### src/rtl/fetch_queue_pkg.sv
// Shared types and constants for the fetch queue between fetch and decode.
// An entry is a {pc, instr} pair; the decode-side bus reuses the same type.
package fetch_queue_pkg;

    // One buffered fetch result.
    typedef struct packed {
        logic [31:0] pc;
        logic [31:0] instr;
    } fetch_entry_t;

    // addi x0, x0, 0: presented to decode whenever no real entry is available.
    localparam logic [31:0] NOP_INSTR = 32'h0000_0013;

endpackage : fetch_queue_pkg

### src/rtl/fetch_queue_mem.sv
// Entry storage for the fetch queue: DEPTH x fetch_entry_t register array
// with one synchronous write port and one combinational read port.
// The array has no reset; validity is tracked entirely by the queue's count.
module fetch_queue_mem
    import fetch_queue_pkg::*;
#(
    parameter int DEPTH = 4,
    parameter int PTR_W = 2
) (
    input  logic               clock,
    input  logic               wr_en,
    input  logic [PTR_W-1:0]   wr_addr,
    input  fetch_entry_t       wr_data,
    input  logic [PTR_W-1:0]   rd_addr,
    output fetch_entry_t       rd_data
);

    fetch_entry_t mem [DEPTH];

    // Write the pushed entry into its slot on the rising edge.
    always_ff @(posedge clock) begin
        if (wr_en) begin
            mem[wr_addr] <= wr_data;
        end
    end

    // Head entry is read combinationally so it falls through to decode.
    always_comb begin
        rd_data = mem[rd_addr];
    end

endmodule : fetch_queue_mem

### src/rtl/fetch_queue.sv
// First-word-fall-through FIFO between fetch and decode.
// Stalls fetch when full, discards everything on a taken-branch flush.
// Optional macro FETCHQ_BYPASS_EN: when the queue is empty, a push is shown
// on pop_* in the same cycle and, if decode accepts it, never gets stored.
module fetch_queue
    import fetch_queue_pkg::*;
#(
    parameter  int DEPTH = 4,
    localparam int PTR_W = $clog2(DEPTH)
) (
    input  logic             clock,
    input  logic             reset,
    input  logic             push_valid,
    input  logic [31:0]      push_pc,
    input  logic [31:0]      push_instr,
    input  logic             flush,
    input  logic             pop_ready,
    output logic             fetch_stall,
    output logic             pop_valid,
    output logic [31:0]      pop_pc,
    output logic [31:0]      pop_instr,
    output logic [PTR_W:0]   count
);

    localparam logic [PTR_W:0]   FULL_COUNT = (PTR_W + 1)'(DEPTH);
    localparam logic [PTR_W:0]   COUNT_ONE  = (PTR_W + 1)'(1);
    localparam logic [PTR_W-1:0] PTR_ONE    = PTR_W'(1);

    logic [PTR_W-1:0] wr_ptr_q;
    logic [PTR_W-1:0] rd_ptr_q;
    logic [PTR_W:0]   count_q;

    logic             queue_valid;
    logic             push_do;
    logic             pop_do;
    logic             mem_wr_en;
    fetch_entry_t     wr_entry;
    fetch_entry_t     head_entry;

    fetch_queue_mem #(
        .DEPTH (DEPTH),
        .PTR_W (PTR_W)
    ) u_mem (
        .clock   (clock),
        .wr_en   (mem_wr_en),
        .wr_addr (wr_ptr_q),
        .wr_data (wr_entry),
        .rd_addr (rd_ptr_q),
        .rd_data (head_entry)
    );

    // Stall comes straight from the registered count so fetch never sees a
    // combinational path from its own push_valid.
    always_comb begin
        fetch_stall = (count_q == FULL_COUNT);
        queue_valid = (count_q != '0);
        wr_entry    = '{pc: push_pc, instr: push_instr};
    end

    // Decide which handshakes actually move data this cycle; a bypassed
    // entry that decode takes immediately is not stored at all.
    always_comb begin
        push_do = push_valid && !fetch_stall;
        pop_do  = queue_valid && pop_ready;
`ifdef FETCHQ_BYPASS_EN
        if (!queue_valid && push_valid && !flush && pop_ready) begin
            push_do = 1'b0;
        end
`endif
        mem_wr_en = push_do && !flush;
    end

    // Drive the decode-side bus from the head slot, or the empty defaults.
    always_comb begin
        pop_valid = queue_valid;
        pop_pc    = queue_valid ? head_entry.pc    : 32'h0;
        pop_instr = queue_valid ? head_entry.instr : NOP_INSTR;
`ifdef FETCHQ_BYPASS_EN
        if (!queue_valid && push_valid && !flush) begin
            pop_valid = 1'b1;
            pop_pc    = push_pc;
            pop_instr = push_instr;
        end
`endif
    end

    // Pointer and occupancy bookkeeping; flush wins over any push or pop.
    always_ff @(posedge clock or posedge reset) begin
        if (reset) begin
            wr_ptr_q <= '0;
            rd_ptr_q <= '0;
            count_q  <= '0;
        end else if (flush) begin
            wr_ptr_q <= '0;
            rd_ptr_q <= '0;
            count_q  <= '0;
        end else begin
            if (push_do) begin
                wr_ptr_q <= wr_ptr_q + PTR_ONE;
            end
            if (pop_do) begin
                rd_ptr_q <= rd_ptr_q + PTR_ONE;
            end
            case ({push_do, pop_do})
                2'b10:   count_q <= count_q + COUNT_ONE;
                2'b01:   count_q <= count_q - COUNT_ONE;
                default: count_q <= count_q;
            endcase
        end
    end

    // Occupancy is exported directly for debug and performance counters.
    always_comb begin
        count = count_q;
    end

endmodule : fetch_queue

### config.mk
export PLATFORM = sky130hd
export DESIGN_NAME = fetch_queue
export DESIGN_NICKNAME = d
export VERILOG_FILES = /design/src/rtl/fetch_queue_pkg.sv /design/src/rtl/fetch_queue_mem.sv /design/src/rtl/fetch_queue.sv
export SDC_FILE = /design/constraint.sdc
export NUM_CORES = 1
export LEC_CHECK = 0
export CAP_MARGIN = 25
export CORE_UTILIZATION = 49
export CTS_BUF_LIST = sky130_fd_sc_hd__clkbuf_2
export DETAILED_ROUTE_END_ITERATION = 8
export HOLD_SLACK_MARGIN = 0.03
export PLACE_DENSITY = 0.82
export SYNTH_ARGS = -nofsm -noshare
export SYNTH_HDL_FRONTEND = slang
export SYNTH_SLANG_ARGS = --single-unit
### constraint.sdc
create_clock -name clock -period 2.9 [get_ports clock]
set_input_delay 0.725 -clock clock [delete_from_list [all_inputs] [get_ports clock]]
set_output_delay 0.725 -clock clock [all_outputs]
set_load 0.005 [all_outputs]
==> results by group <==
Power
  • Max VDD drop: between 300 and 400 uV
  • Clock power share: 27.7%
  • Leakage: 4.73 nW
  • Comb power frac: between 20% and 30%
  • Net Sw Frac: between 20 and 30%
  • Sw power: about 2.3 mW
  • Power per cell area: between 600 and 700 nW/um^2
  • Seq pwr share: just under 50%
  • P_int: 6.74 mW

Timing
  • Crit path time final: around 3200 ps
  • RSZ-0062 raised after global routing: yes
  • Max Fclk: just over 300 MHz
  • Worst-Margin Slew: just under 400 ps
  • Worst hold slack: between 150 and 200 ps
  • # setup viols final: between 60 and 70
  • Post-route setup slack: -319 ps
  • Fraction of the cycle the final worst path needs: 111%
  • Count of final hold-check violations: 0
  • Max-slew violation count: 0
  • Relative slew margins: ~74%
  • Skew final: 87.2 ps

GRT
  • GR Util All Layers: between 20% and 30%
  • Largest net degree at the start of global routing: 47
  • First-pass GRT wire length: approximately 35 mm
  • Initial antenna violation count: 2
  • Vias in the first global route: approximately 6,300
  • Total congestion overflow: 0

Drt
  • Avg WL per Cell: roughly 22 um
  • TritonRoute pass-1 iters: 7
  • Vias per inst: between 5 and 6
  • DRC: 0
  • Vias: between 5,000 and 6,000
  • Total routed wirelength: approximately 22 mm
  • DR iter-0 viols: 322
  • ANT nets after route: 0

Min path
  • Hold Crit Class: in -> async

Setup path
  • Max stage delay on crit path: 500 ps
  • CP max FO: 4
  • CP Launch Type: flip-flop
  • Required time worst endpoint: about 2200 ps
  • Crit path capture: pop_pc[14]
  • CP most frequent cell: buf_12
  • Reg2Reg Setup Slack: ~550 ps
  • Worst r2r src: count[2]
  • FF-to-FF path depth: 6
  • RR Endpoint: u_mem.mem[1][13]
  • Crit path cell chain: buf_4 > buf_12 > buf_16 > buf_12 > mux4_2 > and2_4 > buf_6
  • WS Path Type: reg -> out
  • WP data arrival: about 2500 ps
  • CP startpoint: rd_ptr_q[0]
  • Crit path capture type: output port
  • Slowest-stage cell, CP: dfrtp_4

Logic synthesis
  • Syn Inst Count: 470
  • Synth area leader: edfxtp_1
  • Post-synthesis xor/xnor area fraction: less than 1%
  • Syn avg cell area: roughly 22 um^2
  • Largest family of logic cells by synthesized area: multiplexers
  • Distinct cell type count after synthesis: 30
  • Area fraction of the dominant cell type after synthesis: between 70% and 80%
  • EDFF count, synth: approximately 260
  • Post-synthesis compound-gate area fraction: less than 1%
  • Adder-cell share of the synthesized area: less than 1%
  • Ys async rst share: under 10%
  • Synthesis Warnings: 0
  • Yosys reg bits: ~260
  • Mapped cell area: 10,200 um^2
  • Simple-Gate Fraction of Synth Area: 5.31%
  • Synth Flop Type: edfxtp_1
  • Syn Nets: between 500 and 600
  • Synth top area cells: edfxtp_1, mux4_2, and2_1
  • Seq/Total Area, Yosys: 77.1%
  • Post-synthesis mux area share: between 10 and 15%

Clocking
  • Clock transition at path regs: 100 ps
  • H-tree depth: 3
  • Clk root buf: clkbuf_2
  • Clk_lat worst skew: between 800 and 900 ps
  • TritonCTS Sinks: ~260
  • TritonCTS clock tree: built
  • CTS Buf Count: 68
  • Longest Clk Path Bufs: 3
  • Hold_buf cts: 0

Place
  • Dpl hpwl: around 13 mm
  • GP Congestion: roughly 0.75
  • Count of buffers from port buffering: between 100 and 150

Flow run
  • Max-cap violations: 0

Die
  • Die Y: 146 um
  • Die Area: ~21,000 um^2
  • IO Pins: around 140
  • Core box area: roughly 20,000 um^2
  • DIE WIDTH: between 100 and 150 um
  • Initial core utilization: between 50% and 60%
  • Site Rows: between 50 and 60

Finish
  • Layout area overhead: 31.5%
  • Nets@finish: approximately 800
  • Share of layout cells above drive strength 1: about 47%
  • Fin util: about two thirds

Run status
  • Failing checks: setup timing
  • Status: complete, but fails checks
repair_timing:
action	4_1_cts	5_1_grt
setup endpoints to repair	66	64
pin swaps	19	3
gates resized for setup	363	21
gates cloned	9	0
setup buffers	25	4
kinds of logic after synthesis:
| group | after synthesis |
|---|---|
| flip-flops | 263 |
| AND/OR/NAND/NOR | 93 |
| multiplexers | 66 |
| buffers and inverters | 30 |
| AO/OA/AOI/OAI | 9 |
| adder cells (fa/ha/maj) | 5 |
| XOR/XNOR | 4 |
power groups by stage:
stage	combinational, mW	clock [mW]	sequential [mW]
after CTS	2.13	2.58	4.37
final	2.17	2.50	4.37
after detailed placement	1.61	0	4.46
after floorplan	0.795	0	4.44
after global placement	1.56	0	4.44
after global routing	2.30	2.78	4.38
per-stage QoR:
step	std cells	total power, mW	setup TNS (ps)	setup WS [ps]	area [um^2]
floorplan	470	5.23	0	475	10200
global placement	874	6.00	0	230	12100
detailed placement	874	6.07	0	187	12100
CTS	1023	9.08	-16720	-403	13300
global route	1025	9.46	-24760	-468	13400
finish	1026	9.03	-14430	-319	13400
registers in the layout, summed over array words and instances, names as in the netlist:
name,count
u_mem.mem,256
wr_ptr_q,2
rd_ptr_q,2
count,3
layer usage:
layer,track usage [%],vias up,routed length (um)
met4,8.65,2,396
met1,25.9,2815,8420
met2,37.4,249,11600
met3,6.72,41,1740
met5,0,-,12
li1,-,2419,-
layout by cell type (no fill, tap or decap), drive strengths merged:
cell | netlist | layout
edfxtp | 256 | 256
buf | 17 | 122
clkbuf | 8 | 101
clkdlybuf4s50 | 0 | 71
and2 | 65 | 65
mux4 | 64 | 64
clkinv | 0 | 10
nor2 | 9 | 9
inv | 5 | 7
dfrtp | 7 | 7
nand3 | 4 | 4
nand2 | 4 | 4
ha | 4 | 4
o21ai | 3 | 3
nor3 | 3 | 3
or2 | 3 | 3
nand2b | 2 | 2
a21oi | 2 | 2
xnor2 | 2 | 2
xor2 | 2 | 2
bufinv | 0 | 2
dlygate4sd2 | 0 | 2
diode | 0 | 1
o311a | 1 | 1
nor3b | 1 | 1
mux2 | 1 | 1
or3 | 1 | 1
and3 | 1 | 1
o21bai | 1 | 1
o221ai | 1 | 1
a31oi | 1 | 1
mux2i | 1 | 1
fa | 1 | 1
critical path, delay by kind of cell (launching register included):
kind | cells | cell delay (ps)
buf+inv | 5 | 640
flops | 1 | 500
mux | 1 | 420
simple gates | 1 | 180
worst min-delay path by stage:
stage | cells after the start | end | start
finish | 2 | wr_ptr_q[1] | reset
global route | 2 | wr_ptr_q[1] | reset
global placement | 2 | wr_ptr_q[1] | wr_ptr_q[1]
CTS | 2 | rd_ptr_q[1] | reset
detailed placement | 2 | wr_ptr_q[1] | wr_ptr_q[1]
floorplan | 1 | count[0] | reset
synth_stat cells, drive strengths merged, types with 4 or more instances:
cell      n
inv       5
nor2      9
buf      17
and2     65
mux4     64
nand2     4
edfxtp  256
clkbuf    8
nand3     4
dfrtp     7
ha        4
area by class of cell:
cell class | count | area (um^2)
sequential | 263 | 7870
fill | 1397 | 6900
multi-input combinational | 177 | 2320
timing repair buffer | 195 | 2240
clock buffer | 101 | 505
tap | 270 | 338
clock inverter | 14 | 106
inverter | 5 | 18.8
antenna | 1 | 2.50
Power figures use the tool's default switching activity.
